<file path="config.mk">
export PLATFORM = sky130hd
export DESIGN_NAME = router_route_arb
export DESIGN_NICKNAME = d
export VERILOG_FILES = /design/src/rtl/router_pkg.sv /design/src/rtl/rr_arbiter.sv /design/src/rtl/router_route_arb.sv
export SDC_FILE = /design/constraint.sdc
export NUM_CORES = 1
export LEC_CHECK = 0
export ABC_AREA = 1
export BUFFER_PORTS_ARGS = -buffer_cell sky130_fd_sc_hd__buf_4
export CORE_UTILIZATION = 55
export CTS_BUF_LIST = sky130_fd_sc_hd__clkbuf_4 sky130_fd_sc_hd__clkbuf_8
export DETAILED_ROUTE_END_ITERATION = 6
export GPL_TIMING_DRIVEN = 0
export PLACE_DENSITY_LB_ADDON = 0.1
export SLEW_MARGIN = 20
export SYNTH_ARGS = -nofsm -noshare
export SYNTH_HDL_FRONTEND = slang
export SYNTH_SLANG_ARGS = --single-unit
</file>
<file path="constraint.sdc">
create_clock -name clk_i -period 2.25 [get_ports clk_i]
set_input_delay 0.3375 -clock clk_i [delete_from_list [all_inputs] [get_ports clk_i]]
set_output_delay 0.3375 -clock clk_i [all_outputs]
set_load 0.02 [all_outputs]
</file>
<file path="src/rtl/router_pkg.sv">
// Shared types for the router node: output port classes, port FSM states
// and the destination-to-port classification helper.
package router_pkg;

  localparam int NUM_PORTS = 4;

  typedef enum logic [1:0] {
    PORT_SELF = 2'd0,
    PORT_NS   = 2'd1,
    PORT_WE   = 2'd2,
    PORT_DIAG = 2'd3
  } port_e;

  typedef enum logic [0:0] {
    P_IDLE = 1'b0,
    P_BUSY = 1'b1
  } port_state_e;

  // x_hit/y_hit: destination coordinate equals this node's coordinate
  function automatic port_e route_class(input logic x_hit, input logic y_hit);
    port_e r;
    case ({x_hit, y_hit})
      2'b11:   r = PORT_SELF;
      2'b10:   r = PORT_NS;
      2'b01:   r = PORT_WE;
      default: r = PORT_DIAG;
    endcase
    return r;
  endfunction

endpackage

</file>
<file path="src/rtl/rr_arbiter.sv">
// Combinational round-robin pick: first requester strictly after ptr, wrapping.
// The pointer itself is owned by the caller.
module rr_arbiter #(
  parameter int N  = 4,
  parameter int IW = (N > 1) ? $clog2(N) : 1
) (
  input  logic [N-1:0]  req,
  input  logic [IW-1:0] ptr,
  input  logic          en,
  output logic [N-1:0]  gnt,
  output logic [IW-1:0] idx,
  output logic          any
);

  // Scan offsets 1..N from ptr so ptr itself has lowest priority
  always_comb begin
    int j;
    j   = 0;
    gnt = '0;
    idx = '0;
    any = 1'b0;
    if (en) begin
      for (int off = 1; off <= N; off++) begin
        j = (int'(ptr) + off) % N;
        if (!any && req[j]) begin
          any    = 1'b1;
          gnt[j] = 1'b1;
          idx    = IW'(j);
        end else begin
          any = any;
        end
      end
    end else begin
      any = 1'b0;
    end
  end

endmodule

</file>
<file path="src/rtl/router_route_arb.sv">
// Route compute and per-output-port round-robin arbitration for one mesh node.
// A port is held by its owner until the owner's last flit or until it drops req.
module router_route_arb
  import router_pkg::*;
#(
  parameter int NUM_IN = 4,
  parameter int XW     = 2,
  parameter int YW     = 2,
  parameter int MAXX   = 3,
  parameter int MAXY   = 3,
  parameter int SELFX  = 1,
  parameter int SELFY  = 1,
  localparam int IDXW  = $clog2(NUM_IN)
) (
  input  logic                      clk_i,
  input  logic                      rst_ni,
  input  logic [NUM_IN-1:0]         req_i,
  input  logic [NUM_IN*XW-1:0]      dst_x_i,
  input  logic [NUM_IN*YW-1:0]      dst_y_i,
  input  logic [NUM_IN-1:0]         last_i,
  output logic [NUM_IN-1:0]         gnt_o,
  output logic [NUM_IN*2-1:0]       route_o,
  output logic [NUM_PORTS-1:0]      port_busy_o,
  output logic [NUM_PORTS*IDXW-1:0] port_owner_o,
  output logic [NUM_IN-1:0]         err_o
);

  localparam logic [XW-1:0] SELFX_L = XW'(SELFX);
  localparam logic [YW-1:0] SELFY_L = YW'(SELFY);
  localparam logic [XW-1:0] MAXX_L  = XW'(MAXX);
  localparam logic [YW-1:0] MAXY_L  = YW'(MAXY);

  port_e             route_s   [NUM_IN];
  logic [NUM_IN-1:0] valid_s;
  logic [NUM_IN-1:0] inv_req_s;
  logic [NUM_IN-1:0] granted_s;
  logic [NUM_IN-1:0] cand_s    [NUM_PORTS];
  logic [NUM_IN-1:0] pick_gnt_s[NUM_PORTS];
  logic [IDXW-1:0]   pick_idx_s[NUM_PORTS];
  logic [NUM_PORTS-1:0] pick_any_s;
  logic [NUM_PORTS-1:0] arb_en_s;

  port_state_e     state_r[NUM_PORTS];
  port_state_e     state_s[NUM_PORTS];
  logic [IDXW-1:0] owner_r[NUM_PORTS];
  logic [IDXW-1:0] owner_s[NUM_PORTS];
  logic [IDXW-1:0] ptr_r  [NUM_PORTS];
  logic [IDXW-1:0] ptr_s  [NUM_PORTS];

  logic [NUM_IN-1:0]         gnt_s, gnt_r;
  logic [NUM_IN*2-1:0]       route_nx_s, route_r;
  logic [NUM_PORTS-1:0]      busy_s, busy_r;
  logic [NUM_PORTS*IDXW-1:0] owner_out_s, owner_out_r;
  logic [NUM_IN-1:0]         err_r, inv_prev_r;

  // Classify each destination and flag out-of-mesh requests
  always_comb begin
    logic [XW-1:0] x;
    logic [YW-1:0] y;
    x = '0;
    y = '0;
    for (int i = 0; i < NUM_IN; i++) begin
      x            = dst_x_i[i*XW +: XW];
      y            = dst_y_i[i*YW +: YW];
      route_s[i]   = route_class(x == SELFX_L, y == SELFY_L);
      valid_s[i]   = !((x > MAXX_L) || (y > MAXY_L));
      inv_req_s[i] = req_i[i] & ~valid_s[i];
    end
  end

  // An input already owning any port is not a candidate anywhere else
  always_comb begin
    granted_s = '0;
    for (int p = 0; p < NUM_PORTS; p++) begin
      if (state_r[p] == P_BUSY) begin
        granted_s[owner_r[p]] = 1'b1;
      end else begin
        granted_s = granted_s;
      end
    end
    for (int p = 0; p < NUM_PORTS; p++) begin
      arb_en_s[p] = (state_r[p] == P_IDLE);
      for (int i = 0; i < NUM_IN; i++) begin
        cand_s[p][i] = req_i[i] & valid_s[i] & ~granted_s[i] &
                       (route_s[i] == port_e'(p));
      end
    end
  end

  for (genvar gp = 0; gp < NUM_PORTS; gp++) begin : g_arb
    rr_arbiter #(.N(NUM_IN), .IW(IDXW)) u_rr_arbiter (
      .req (cand_s[gp]),
      .ptr (ptr_r[gp]),
      .en  (arb_en_s[gp]),
      .gnt (pick_gnt_s[gp]),
      .idx (pick_idx_s[gp]),
      .any (pick_any_s[gp])
    );
  end

  // Port FSMs and the next-cycle view of grants, routes and ownership
  always_comb begin
    gnt_s       = '0;
    route_nx_s  = '0;
    busy_s      = '0;
    owner_out_s = '0;
    for (int p = 0; p < NUM_PORTS; p++) begin
      state_s[p] = state_r[p];
      owner_s[p] = owner_r[p];
      ptr_s[p]   = ptr_r[p];
      case (state_r[p])
        P_IDLE: begin
          if (pick_any_s[p]) begin
            state_s[p] = P_BUSY;
            owner_s[p] = pick_idx_s[p];
            gnt_s      = gnt_s | pick_gnt_s[p];
          end else begin
            state_s[p] = P_IDLE;
          end
        end
        P_BUSY: begin
          if (!req_i[owner_r[p]] || last_i[owner_r[p]]) begin
            state_s[p] = P_IDLE;
            ptr_s[p]   = owner_r[p];
          end else begin
            state_s[p]            = P_BUSY;
            gnt_s[owner_r[p]]     = 1'b1;
          end
        end
        default: begin
          state_s[p] = P_IDLE;
          owner_s[p] = '0;
        end
      endcase
      if (state_s[p] == P_BUSY) begin
        route_nx_s[int'(owner_s[p])*2 +: 2] = 2'(p);
        busy_s[p]                           = 1'b1;
        owner_out_s[p*IDXW +: IDXW]         = owner_s[p];
      end else begin
        busy_s[p] = 1'b0;
      end
    end
  end

  // State and registered outputs; reset drops every grant at once
  always_ff @(posedge clk_i or negedge rst_ni) begin
    if (!rst_ni) begin
      for (int p = 0; p < NUM_PORTS; p++) begin
        state_r[p] <= P_IDLE;
        owner_r[p] <= '0;
        ptr_r[p]   <= IDXW'(NUM_IN - 1);
      end
      gnt_r       <= '0;
      route_r     <= '0;
      busy_r      <= '0;
      owner_out_r <= '0;
      err_r       <= '0;
      inv_prev_r  <= '0;
    end else begin
      for (int p = 0; p < NUM_PORTS; p++) begin
        state_r[p] <= state_s[p];
        owner_r[p] <= owner_s[p];
        ptr_r[p]   <= ptr_s[p];
      end
      gnt_r       <= gnt_s;
      route_r     <= route_nx_s;
      busy_r      <= busy_s;
      owner_out_r <= owner_out_s;
      err_r       <= inv_req_s & ~inv_prev_r;
      inv_prev_r  <= inv_req_s;
    end
  end

  assign gnt_o        = gnt_r;
  assign route_o      = route_r;
  assign port_busy_o  = busy_r;
  assign port_owner_o = owner_out_r;
  assign err_o        = err_r;

endmodule

</file>
======== Word-level counts from Yosys, hierarchy flattened ========
Index checks and enable logic that the tools add are counted.
operators by class
  reduce and logical (&&, ||, !) cells .... 84
  shifts and indexed selects .............. 8
  $add $sub $neg .......................... 20
  bitwise gates (word level) .............. 76
  mux-type cells .......................... 238
  order comparisons ....................... 48
  equality and inequality tests ........... 32
operator list
  operator                                                            count
  2-to-1 mux 4 bit                                                    43
  negation 3 -> 33 bit                                                4
  variable shift 2 x 33 -> 8 bit (first input constant)               4
  indexed part select 2 x 33 -> 8 bit (first input constant)          4
  2-to-1 mux 1 bit                                                    104
  bitwise OR 4 bit                                                    21
  less-than comparator 3 x 4 -> 1 bit (second input constant)         16
  2-to-1 mux 2 bit                                                    28
  binary-select mux 1 bit (select 2 bit)                              24
  greater-or-equal comparator 3 x 1 -> 1 bit (second input constant)  16
  demux 1 bit (select 2 bit)                                          20
  equality test 2 x 1 -> 1 bit (second input constant)                16
  equality test 2 bit (second input constant)                         16
  logical AND 1 bit                                                   32
  2-to-1 mux 8 bit                                                    4
  one-hot mux 4 bit (2 select lines)                                  4
  OR reduction 2 bit                                                  16
  AND 1 bit                                                           28
  bitwise mux 8 bit                                                   3
  one-hot mux 2 bit (3 select lines)                                  4
  logical NOT 1 bit                                                   20
  adder 2 x 1 -> 2 bit (second input constant)                        8
  adder 2 bit (second input constant)                                 8
  AND 1 bit (first input constant)                                    16
  other kinds (11)                                                    47
word-level totals
  logic and storage cells ................. 524
  input bits .............................. 26
  output and inout port bits .............. 28
  flip-flop bits (word level) ............. 52

======== Depth between registers and ports, before layout ========
Gate-level depths: netlist of run 1.
  depth after elaboration ................. 43
  gate-level depth with buffers ........... 20

======== Cells and area by module ========
From an unflattened synthesis of run 1, not the netlist that was laid out.
second synthesis, totals
  cell total of the unflattened synthesis .. 722
  area, all modules ....................... 4,593.2 µm²
modules (own cells, without submodules)
  module            cells each  sequential area each (µm²)  area an instance (µm²)  instances
  router_route_arb  354         1,011.0                     2,441.1                 1
  rr_arbiter        92          0.0                         538.0                   4

======== Worst setup path after synthesis of run 1 ========
Ideal clock, no wire load.
  kind .................................... register to register
  start ................................... register ptr_r[2] (netlist name)
  end ..................................... register route_r[4], in the netlist route_o[4]
  data arrival time ....................... 2,353 ps
  required time ........................... 2,133 ps
  setup slack ............................. -220 ps
  cell stages (with the launch flop) ...... 17
  path through ............................ dfstp_2 > buf_2 > clkinv_1 > ha_1 > inv_1 > nand3_2 > nand2_2 > nor2_4 > nand2_2 > inv_2 > nand2_2 > nand2_2 > nand2_1 > nand2_2 > nand3_1 > nand2_1 > nand2_1
RTL lines
  item                             line                     RTL
  start, declared                  router_route_arb.sv:47   logic [IDXW-1:0] ptr_r [NUM_PORTS];
  start signal, assigned by index  router_route_arb.sv:151  ptr_r[p] <= IDXW'(NUM_IN - 1);
  start signal, assigned by index  router_route_arb.sv:163  ptr_r[p] <= ptr_s[p];
  end signal, assigned             router_route_arb.sv:166  route_r <= route_nx_s;
  end, declared                    router_route_arb.sv:51   logic [NUM_IN*2-1:0] route_nx_s, route_r;

==> results of run 1 <==
## cell usage after synthesis, types with 2 or more instances
cell / number
nand2_1: 220
nand3_1: 93
inv_1: 68
nor2_1: 50
dfrtp_1: 32
ha_1: 32
nand4_1: 23
inv_2: 21
o21ai_0: 20
nand2_2: 19
a21oi_1: 17
nand3_2: 12
nor2_4: 10
nor2_2: 9
dfstp_2: 8
buf_2: 5
o211ai_1: 5
o22ai_1: 5
buf_4: 4
clkinv_1: 3
nand2_4: 3
o21ai_1: 3
o21ai_2: 3
o221ai_1: 3
a221oi_1: 2
a22oi_1: 2
## critical path: cells and delay by family (launching register included)
kind	cells	cell delay, ns
buffers and inverters	3	0.31
adder cells (fa/ha/maj)	1	0.30
flip-flops	1	0.59
AND/OR/NAND/NOR	11	1.02
## layout make-up
cell class / instances / share of cell area
Clock inverter: 3 / 0.00764
Inverter: 92 / 0.0673
Buffer: 7 / 0.00992
Sequential cell: 40 / 0.168
Multi-Input combinational cell: 547 / 0.572
Timing Repair Buffer: 114 / 0.143
Tap cell: 102 / 0.0211
Clock buffer: 5 / 0.0114
## cells in the final DEF, fill, tap and decap left out, types with 10 or more instances in the layout
| cell | synthesis | final |
|---|---|---|
| nand2_1 | 220 | 180 |
| buf_4 | 4 | 117 |
| nand3_1 | 93 | 71 |
| inv_1 | 68 | 55 |
| nand2_2 | 19 | 43 |
| nor2_1 | 50 | 36 |
| ha_1 | 32 | 29 |
| nand3_2 | 12 | 25 |
| dfrtp_1 | 32 | 25 |
| nand4_1 | 23 | 23 |
| inv_2 | 21 | 20 |
| o21ai_0 | 20 | 20 |
| nor2_2 | 9 | 18 |
| nand2_4 | 3 | 17 |
| a21oi_1 | 17 | 16 |
| nor2_4 | 10 | 15 |
| nand3_4 | 1 | 10 |
## registers in the layout, summed over array words and instances, names as in the netlist
| name | flops |
|---|---|
| owner_r | 8 |
| port_owner_o | 8 |
| ptr_r | 8 |
| route_o | 8 |
| gnt_o | 4 |
| port_busy_o | 4 |
## path summary, 6_finish.rpt
check / endpoint / slack [ns] / cells after the start
setup / recovery: route_o[6]$_DFF_PN0_ / -0.09 / 15
hold / removal: gnt_o[1]$_DFF_PN0_ / -0.003 / 1
setup reg to reg: route_o[6]$_DFF_PN0_ / -0.09 / 15
hold reg to reg: ptr_r[5]$_DFFE_PN1P_ / 0.65 / 2
max in group asynchronous: port_busy_o[2]$_DFF_PN0_ / 1.85 / 1
min in group clk_i: port_busy_o[1]$_DFF_PN0_ / 0.52 / 4
## through the flow
| step | utilization | TNS, ns |
|---|---|---|
| final | 0.788 | -0.598 |
| after global routing | 0.788 | -2.57 |
| after CTS | 0.702 | -0.00578 |
| after detailed placement | 0.639 | -6.45 |
| after global placement | 0.639 | -5.14 |
| after floorplan | - | 0 |
## routing by layer
layer | vias to the layer above | GRT usage | routed length, µm
li1 | 2480 | - | -
met1 | 2461 | 0.389 | 5810
met2 | 251 | 0.533 | 7210
met3 | 55 | 0.0553 | 1100
met4 | 0 | 0.119 | 444
met5 | - | 0 | 0
## kinds of logic after synthesis
| kind of cell | Yosys count |
|---|---|
| AO/OA/AOI/OAI | 64 |
| XOR/XNOR | 1 |
| adder cells (fa/ha/maj) | 32 |
| buffers and inverters | 102 |
| flip-flops | 40 |
| other | 1 |
| AND/OR/NAND/NOR | 446 |
## what timing repair did
action                     4_1_cts  5_1_grt
buffers inserted                26       39
pin swaps                       28       67
cloned                           0        0
hold endpoints to repair         0        0
setup endpoints to repair       30       21
hold buffers                     0        0
gates resized for setup         54      101
==> impl_metrics.sql, run 1 <==
INSERT INTO impl_metrics (metric_group, metric, value, unit) VALUES
('global_route', 'grt_pass1_vias', '4566', ''),
('drt', 'route.final.wire_length', '14600', 'µm'),
('global_route', 'antenna_violations_before_repair', '0', ''),
('clock_tree', 'cts_buffers', '5', ''),
('yosys', 'synthesized_area_fraction_occupied_by_adder_cells', '0.0917', ''),
('yosys', 'synthesis.instances', '686', ''),
('drt', 'drc_errors', '0', ''),
('setup_path', 'endpoint_kind', 'flop', ''),
('clock_tree', 'clk_transition_reported_paths', '0.09', 'ns'),
('global_route', 'gr-usage-all-layers', '0.311', ''),
('cells_and_area', 'num_antenna_cells', '0', ''),
('min_path', 'worstHoldPathType', 'in2async', ''),
('drt', 'firstDrtPassIters', '5', ''),
('global_route', 'grt_remaining_overflow', '0', ''),
('placement', 'dpl.cell_count', '840', ''),
('timing', 'hold_violations', '2', ''),
('cells_and_area', 'final-seq-area', '0.00102', 'mm²'),
('timing', 'max_slew_violation_total_from_the_final_report', '0', ''),
('cells_and_area', 'nNetsFinal', '865', ''),
('timing', 'setup_violations', '13', ''),
('clock_tree', 'clock_path_buffers', '2', ''),
('setup_path', 'crit_path_max_fanout', '5', ''),
('status', 'run_status', 'finished, violations left', ''),
('cells_and_area', 'design_area', '0.00606', 'mm²'),
('drt', 'drt_iter0_markers', '417', ''),
('placement', 'detailedPlacementHpwl', '9480', 'µm'),
('die', 'placeable_core_area', '0.00769', 'mm²'),
('die', 'placementRows', '32', ''),
('cells_and_area', 'nFillCells', '553', ''),
('cells_and_area', 'synthToLayoutAreaGrowth', '38.7', '%'),
('timing', 'fmaxAchievable', '427', 'MHz'),
('setup_path', 'critPathMostFrequentCell', 'nand2_4', ''),
('drt', 'vias_per_cell', '5.77', ''),
('status', 'violations_in_the_final_reports', 'negative hold slack, negative setup slack', ''),
('setup_path', 'worst-endpoint-arrival', '2.55', 'ns'),
('yosys', 'combinational_family_with_the_most_area_after_synthesis', 'simple AND/OR/NAND/NOR gates', ''),
('timing', 'final_min_period_over_clock_period', '1.04', ''),
('yosys', 'post_synth.cell_area_avg', '6.37', 'µm²'),
('yosys', 'synthSimpleGateAreaFrac', '0.491', ''),
('die', 'fp.dieArea', '0.00830', 'mm²'),
('clock_tree', 'clock_latency', '0.31', 'ns'),
('die', 'die_h', '91.1', 'µm'),
('run', 'max-cap-violations', '0', ''),
('global_route', 'grt_first_pass_wirelength', '20900', 'µm'),
('die', 'chipWidth', '91.1', 'µm'),
('placement', 'globalplace.congestion', '0.946', ''),
('setup_path', 'critical_path_required', '2.46', 'ns'),
('timing', 'holdWs', '-0.00314', 'ns'),
('placement', 'place_ws', '-0.407', 'ns'),
('yosys', 'synth_warnings', '0', ''),
('die', 'pin_count', '54', ''),
('timing', 'relSlewSlack', '0.548', ''),
('yosys', 'synth_xor_xnor_area_share', '0.00201', ''),
('yosys', 'synth_area_leaders', 'nand2_1 19%, dfrtp_1 18%, nand3_1 11%', ''),
('cells_and_area', 'layoutNonFillerInstCount', '910', ''),
('drt', 'antenna_violating_nets_post_route', '0', ''),
('timing', 'post-route-worst-setup-slack', '-0.0940', 'ns'),
('cells_and_area', 'layout-drive-gt1-share', '0.401', ''),
('placement', 'port-buffer-count', '49', ''),
('yosys', 'async_flop_share', '1.00', ''),
('yosys', 'synth_area', '0.00437', 'mm²'),
('yosys', 'ys_seq_elements', '40', ''),
('timing', 'timing_worst_slew_pin_value', '0.679', 'ns'),
('yosys', 'synth.top_cell.area_share', '0.189', ''),
('setup_path', 'crit_chain', 'clkinvlp_4, ha_4, inv_1, nand3_2, nand2_4, nor2_4, nand2_4, inv_4, nand2_4, nand2_4, nand2_2, nand2_2, nand3_2, nand2_1, nand2_1', ''),
('yosys', 'share_of_the_yosys_chip_area_belonging_to_registers', '0.231', ''),
('timing', 'fin_crit', '2.34', 'ns'),
('cells_and_area', 'multiInputGateArea', '0.00346', 'mm²'),
('setup_path', 'critical_path.slowest_cell', 'dfstp_2', ''),
('drt', 'routed_wire_length_per_instance', '16.0', 'µm'),
('setup_path', 'setup.worst_path.start_class', 'flop', '');
Power of run 1 is not shown: default switching activity piles up to over one toggle a cycle in this logic, so the estimate is an artifact.
==> run 2, diff against run 1 <==
- BUFFER_PORTS_ARGS: -buffer_cell sky130_fd_sc_hd__buf_4 -> unset
- CORE_UTILIZATION: 55 -> 61
- DONT_BUFFER_PORTS: unset -> 1
==> run 2 against run 1 <==
The run ends with negative setup slack left. Sequential cell count unchanged. Hold slack better by 0.39 ns. Count of clock-buffer cells in the layout unchanged. Cell count down 7.8%. Critical path depth up 2. Setup slack worse by 0.073 ns. Critical path type unchanged. Critical endpoint is now route_o[4]$_DFF_PN0_.
==> impl_metrics.sql, run 2 (synthesis results as in run 1) <==
INSERT INTO impl_metrics (metric_group, metric, value, unit) VALUES
('cells_and_area', 'layoutNonFillerInstCount', '839', ''),
('placement', 'detailedPlacementHpwl', '9120', 'µm'),
('clock_tree', 'clock_latency', '0.31', 'ns'),
('setup_path', 'critPathMaxStageDelay', '0.46', 'ns'),
('global_route', 'grt_first_pass_wirelength', '20700', 'µm'),
('clock_tree', 'cts_tree', 'done', ''),
('timing', 'hold_violations', '0', ''),
('placement', 'globalplace.congestion', '0.949', ''),
('clock_tree', 'clock_path_buffers', '2', ''),
('global_route', 'grt_remaining_overflow', '0', ''),
('drt', 'drt_iter0_markers', '433', ''),
('setup_path', 'crit_path_max_fanout', '7', ''),
('cells_and_area', 'final-seq-area', '0.00103', 'mm²'),
('die', 'floorplan.initialDensity', '0.636', ''),
('drt', 'antenna_violating_nets_post_route', '0', ''),
('setup_path', 'setup.worst_path.start_class', 'flop', ''),
('setup_path', 'crit_chain', 'buf_6, nand3_4, nand2_2, nor2_4, nand3_4, nand2_4, nand3_2, nand2_2, inv_2, nand3_2, nand2_4, nor2_4, nand2_2, nand2_2, nand3_2, nand2_1, nand2_1', ''),
('timing', 'relSlewSlack', '0.595', ''),
('timing', 'clock_skew', '0.0101', 'ns'),
('clock_tree', 'ctsRootBufferMaster', 'clkbuf_8', ''),
('die', 'placeable_core_area', '0.00687', 'mm²'),
('setup_path', 'critPathMostFrequentCell', 'nand2_2', ''),
('timing', 'post-route-worst-setup-slack', '-0.167', 'ns'),
('drt', 'firstDrtPassIters', '5', ''),
('cells_and_area', 'mostFrequentLayoutCells', '178 x nand2_1, 70 x nand3_1, 55 x inv_1, 51 x buf_4, 45 x nand2_2', ''),
('global_route', 'gr-usage-met1', '0.452', ''),
('cells_and_area', 'num_antenna_cells', '0', ''),
('drt', 'route.vias.total', '4964', ''),
('die', 'fp.dieArea', '0.00750', 'mm²'),
('setup_path', 'critical_path_class', 'reg2reg', ''),
('die', 'pin_count', '54', ''),
('die', 'placementRows', '30', ''),
('cells_and_area', 'multiInputGateArea', '0.00348', 'mm²'),
('setup_path', 'endpoint_kind', 'flop', ''),
('global_route', 'gr-usage-all-layers', '0.354', ''),
('cells_and_area', 'nNetsFinal', '800', ''),
('clock_tree', 'cts_num_sinks', '40', ''),
('run', 'max-cap-violations', '0', ''),
('clock_tree', 'ctsHtreeMaxLevel', '2', ''),
('status', 'run_status', 'finished, violations left', ''),
('global_route', 'grt_busiest_layer', 'met2', ''),
('timing', 'final_min_period_over_clock_period', '1.07', ''),
('die', 'chipWidth', '86.6', 'µm'),
('min_path', 'worstHoldPathType', 'in2reg', ''),
('timing', 'fin_crit', '2.42', 'ns'),
('drt', 'routed_wire_length_per_instance', '16.7', 'µm'),
('timing', 'setup_violations', '17', ''),
('cells_and_area', 'mostFrequentLayoutCell', 'nand2_1', ''),
('setup_path', 'critical_path_required', '2.46', 'ns'),
('timing', 'holdWs', '0.387', 'ns'),
('timing', 'fmaxAchievable', '414', 'MHz'),
('timing', 'max_slew_violation_total_from_the_final_report', '0', ''),
('cells_and_area', 'synthToLayoutAreaGrowth', '28.2', '%'),
('drt', 'vias_per_cell', '5.92', ''),
('clock_tree', 'cts_buffers', '5', ''),
('drt', 'route.final.wire_length', '14000', 'µm'),
('global_route', 'antenna_violations_before_repair', '0', ''),
('timing', 'grt_setup_unrepaired', 'yes', ''),
('global_route', 'globalRouteMet2Util', '0.598', ''),
('global_route', 'grt.met3_usage', '0.0657', ''),
('cells_and_area', 'nFillCells', '472', ''),
('timing', 'timing_worst_slew_pin_value', '0.608', 'ns'),
('global_route', 'grt_pass1_vias', '4432', ''),
('setup_path', 'critical_path.slowest_cell', 'dfrtp_2', ''),
('die', 'die_h', '86.6', 'µm'),
('global_route', 'grt_start_max_net_pins', '41', ''),
('cells_and_area', 'layout-drive-gt1-share', '0.354', ''),
('clock_tree', 'clk_transition_reported_paths', '0.09', 'ns'),
('drt', 'drc_errors', '0', ''),
('placement', 'port-buffer-count', '0', ''),
('status', 'violations_in_the_final_reports', 'negative setup slack', ''),
('placement', 'dpl.cell_count', '785', ''),
('setup_path', 'worst-endpoint-arrival', '2.62', 'ns');
run 2: cell types whose count changed in the layout (fill, tap and decap cells not counted), moves of 5 or more:
cell | previous run | this run
nor2_2 | 18 | 8
dfrtp_2 | 7 | 12
nor2_4 | 15 | 20
nor2_1 | 36 | 41
dfrtp_1 | 25 | 20
buf_4 | 117 | 51
run 2: worst max-delay path: cells and delay by family (launching register included):
kind / cells / cell delay [ns]
buf+inv: 2 / 0.23
simple gates: 15 / 1.62
flops: 1 / 0.46
run 2: area by class of cell:
cell class	instances	share of cell area
sequential	40	0.184
multi-input combinational	547	0.622
clock buffer	5	0.0123
inverter	92	0.0717
buffer	6	0.00939
tap	96	0.0215
clock inverter	3	0.00827
timing repair buffer	50	0.0704
run 2: path summary, 6_finish.rpt:
kind / from / end / slack, ns / depth (start not counted)
min in group asynchronous: rst_ni / owner_r[5]$_DFF_PN0_ / 0.52 / 2
max in group asynchronous: rst_ni / ptr_r[2]$_DFFE_PN1P_ / 1.46 / 2
setup reg to reg: port_busy_o[0]$_DFF_PN0_ / route_o[4]$_DFF_PN0_ / -0.17 / 17
setup / recovery: port_busy_o[0]$_DFF_PN0_ / route_o[4]$_DFF_PN0_ / -0.17 / 17
hold / removal: last_i[2] / port_busy_o[1]$_DFF_PN0_ / 0.39 / 3
hold reg to reg: owner_r[2]$_DFF_PN0_ / owner_r[2]$_DFF_PN0_ / 0.65 / 2
run 2: through the flow:
| stage | setup slack [ns] | util | setup TNS [ns] | instance area (µm²) |
|---|---|---|---|---|
| 2_1_floorplan | 0.0187 | - | 0 | 4410 |
| 6_report | -0.167 | 0.815 | -1.32 | 5600 |
| 3_3_place_gp | -0.362 | 0.660 | -5.21 | 4530 |
| 5_1_grt | -0.278 | 0.815 | -3.50 | 5600 |
| 3_5_place_dp | -0.402 | 0.660 | -6.46 | 4530 |
| 4_1_cts | -0.0487 | 0.760 | -0.216 | 5220 |
run 2: per-layer routing:
metal  vias up  share of wire  routed length (µm)
met1      2336           0.40                5650
met5         -              0                   0
li1       2338              -                   -
met2       251           0.49                6840
met3        39          0.078                1090
met4         0          0.032                 446
run 2: what timing repair did:
action                                  in CTS  in global routing
endpoints found under the hold margin       40                  0
buffers inserted                            28                 20
pin swaps                                   61                 31
hold buffers                                 2                  0
gates cloned                                 0                  0
endpoints found under the setup margin      30                 28
gates resized for setup                     92                 68
Power of run 2 is left out for the same reason.
==> run 3, diff against run 2 <==
==> constraint.sdc (replaced) <==
create_clock -name clk_i -period 2.25 [get_ports clk_i]
set_input_delay 0.3375 -clock clk_i [delete_from_list [all_inputs] [get_ports clk_i]]
set_output_delay 0.3375 -clock clk_i [all_outputs]
set_load 0.01 [all_outputs]
==> run 3 against run 2 <==
The run ends with design-rule violations, negative setup slack left. Sequential cell count is the same. Design area increased by 4.3%. Sequential share of layout area shrank 0.83 points. Die area stayed put. Critical path depth fell by 1. Non-clock buffer count increased by 11. Global-route usage down 0.11 points. Routed wire length grew 6.6%. Clock skew about the same. Via count grew 4.1%. Cell count increased by 1.3%.
==> impl_metrics.sql, run 3 (synthesis results as in run 1) <==
INSERT INTO impl_metrics (metric_group, metric, value, unit) VALUES
('clock_tree', 'ctsHtreeMaxLevel', '2', ''),
('min_path', 'worstHoldPathType', 'in2reg', ''),
('clock_tree', 'clock_latency', '0.31', 'ns'),
('clock_tree', 'clock_path_buffers', '2', ''),
('drt', 'vias_per_cell', '6.08', ''),
('placement', 'port-buffer-count', '0', ''),
('global_route', 'grt_first_pass_wirelength', '20700', 'µm'),
('drt', 'route.final.wire_length', '15000', 'µm'),
('setup_path', 'reg2reg_from', 'owner_r[5]$_DFF_PN0_', ''),
('setup_path', 'r2r_cells', '16', ''),
('timing', 'setup_violations', '17', ''),
('timing', 'hold_violations', '0', ''),
('die', 'pin_count', '54', ''),
('timing', 'fmaxAchievable', '421', 'MHz'),
('global_route', 'antenna_violations_before_repair', '0', ''),
('timing', 'fin_crit', '2.37', 'ns'),
('min_path', 'min_path_cells', '3', ''),
('die', 'placementRows', '30', ''),
('timing', 'grt_setup_unrepaired', 'yes', ''),
('cells_and_area', 'mostFrequentLayoutCell', 'nand2_1', ''),
('clock_tree', 'clk_transition_reported_paths', '0.09', 'ns'),
('timing', 'final_min_period_over_clock_period', '1.05', ''),
('timing', 'timing_worst_slew_pin_value', '0.629', 'ns'),
('die', 'placeable_core_area', '0.00687', 'mm²'),
('placement', 'detailedPlacementHpwl', '9120', 'µm'),
('die', 'floorplan.initialDensity', '0.636', ''),
('setup_path', 'endpoint_kind', 'flop', ''),
('global_route', 'grt_remaining_overflow', '0', ''),
('drt', 'route.vias.total', '5169', ''),
('status', 'run_status', 'finished, violations left', ''),
('setup_path', 'critical_path_required', '2.46', 'ns'),
('timing', 'max_slew_violation_total_from_the_final_report', '0', ''),
('min_path', 'min_to', 'port_busy_o[1]$_DFF_PN0_', ''),
('global_route', 'gr-usage-all-layers', '0.353', ''),
('clock_tree', 'cts_num_sinks', '40', ''),
('cells_and_area', 'synthToLayoutAreaGrowth', '33.7', '%'),
('placement', 'place_ws', '-0.402', 'ns'),
('die', 'die_h', '86.6', 'µm'),
('min_path', 'worst_min_delay_path_startpoint', 'last_i[2]', ''),
('timing', 'clock_skew', '0.00995', 'ns'),
('setup_path', 'worst-endpoint-arrival', '2.58', 'ns'),
('global_route', 'grt_start_max_net_pins', '41', ''),
('drt', 'drt_iter0_markers', '497', ''),
('cells_and_area', 'mostFrequentLayoutCells', '162 x nand2_1, 67 x nand3_1, 59 x buf_4, 55 x nand2_2, 53 x inv_1', ''),
('drt', 'drc_errors', '3', ''),
('cells_and_area', 'num_antenna_cells', '0', ''),
('setup_path', 'setup.worst_path.start_class', 'flop', ''),
('setup_path', 'crit_path_max_fanout', '7', ''),
('clock_tree', 'cts_tree', 'done', ''),
('setup_path', 'worst-r2r-setup-slack', '-0.12', 'ns'),
('run', 'max-cap-violations', '0', ''),
('clock_tree', 'cts_buffers', '5', ''),
('setup_path', 'critical_path_class', 'reg2reg', ''),
('clock_tree', 'ctsRootBufferMaster', 'clkbuf_8', ''),
('setup_path', 'timing.rr.end', 'gnt_o[2]$_DFF_PN0_', ''),
('drt', 'firstDrtPassIters', '7', ''),
('drt', 'antenna_violating_nets_post_route', '0', ''),
('drt', 'routed_wire_length_per_instance', '17.6', 'µm'),
('cells_and_area', 'layout-drive-gt1-share', '0.397', ''),
('die', 'fp.dieArea', '0.00750', 'mm²'),
('cells_and_area', 'nNetsFinal', '811', ''),
('timing', 'post-route-worst-setup-slack', '-0.123', 'ns'),
('global_route', 'grt_pass1_vias', '4412', ''),
('die', 'chipWidth', '86.6', 'µm'),
('status', 'violations_in_the_final_reports', 'design-rule violations, negative setup slack', ''),
('timing', 'relSlewSlack', '0.580', ''),
('placement', 'globalplace.congestion', '0.949', '');
-- run 3: worst max-delay path by stage --
stage / slack [ns] / to / from
floorplan: 0.02 / gnt_o[2]$_DFF_PN0_ / ptr_r[6]$_DFFE_PN1P_
global placement: -0.36 / gnt_o[2]$_DFF_PN0_ / ptr_r[4]$_DFFE_PN1P_
detailed placement: -0.40 / route_o[4]$_DFF_PN0_ / ptr_r[4]$_DFFE_PN1P_
CTS: -0.04 / route_o[2]$_DFF_PN0_ / port_busy_o[0]$_DFF_PN0_
global route: -0.25 / route_o[6]$_DFF_PN0_ / port_busy_o[0]$_DFF_PN0_
finish: -0.12 / gnt_o[2]$_DFF_PN0_ / owner_r[5]$_DFF_PN0_
-- run 3: metrics by stage --
stage	area, µm²	TNS (ns)	std cells	hold WS [ns]	util
floorplan	4410	0	689	0.0419	-
global placement	4530	-5.17	785	0.0433	0.660
detailed placement	4530	-6.43	785	0.0428	0.660
CTS	5150	-0.160	821	0.382	0.750
global route	5840	-3.43	850	0.421	0.850
finish	5840	-1.26	850	0.402	0.850
-- run 3: critical path, stage by stage, from the launching register on --
cell     delay (ns)
dfrtp_2        0.48
inv_2          0.11
nand2_4        0.06
nor2_4         0.12
nor2_4         0.08
buf_4          0.14
nand4_1        0.15
nand2_2        0.08
nand2_1        0.12
nand2_4        0.10
nor3_4         0.24
nor2_4         0.08
buf_4          0.16
nand2_1        0.06
nand2_1        0.07
nor2_1         0.13
nand2_1        0.07
-- run 3: area by class of cell --
type | instances | area [µm²]
Fill cell | 396 | 1030
Tap cell | 96 | 120
Timing Repair Buffer | 61 | 488
Buffer | 6 | 52.6
Clock inverter | 3 | 46.3
Sequential cell | 40 | 1030
Clock buffer | 5 | 68.8
Multi-Input combinational cell | 547 | 3620
Inverter | 92 | 422
-- run 3: layer usage --
layer / up-vias / track usage / part of all wire / routed length (µm)
met5: - / 0 / 0 / 0
met4: 0 / 0.111 / 0.037 / 546
met3: 73 / 0.0581 / 0.087 / 1310
met2: 316 / 0.605 / 0.49 / 7330
met1: 2414 / 0.454 / 0.39 / 5770
li1: 2366 / - / - / -
-- run 3: repair_timing --
| item | 4_1_cts | 5_1_grt |
|---|---|---|
| endpoints found under the setup margin | 30 | 26 |
| endpoints found under the hold margin | 40 | 0 |
| pin swaps | 37 | 64 |
| gates cloned | 0 | 0 |
| hold buffers | 2 | 0 |
| gates resized for setup | 68 | 133 |
| setup buffers | 30 | 29 |
Power of run 3 is left out for the same reason.
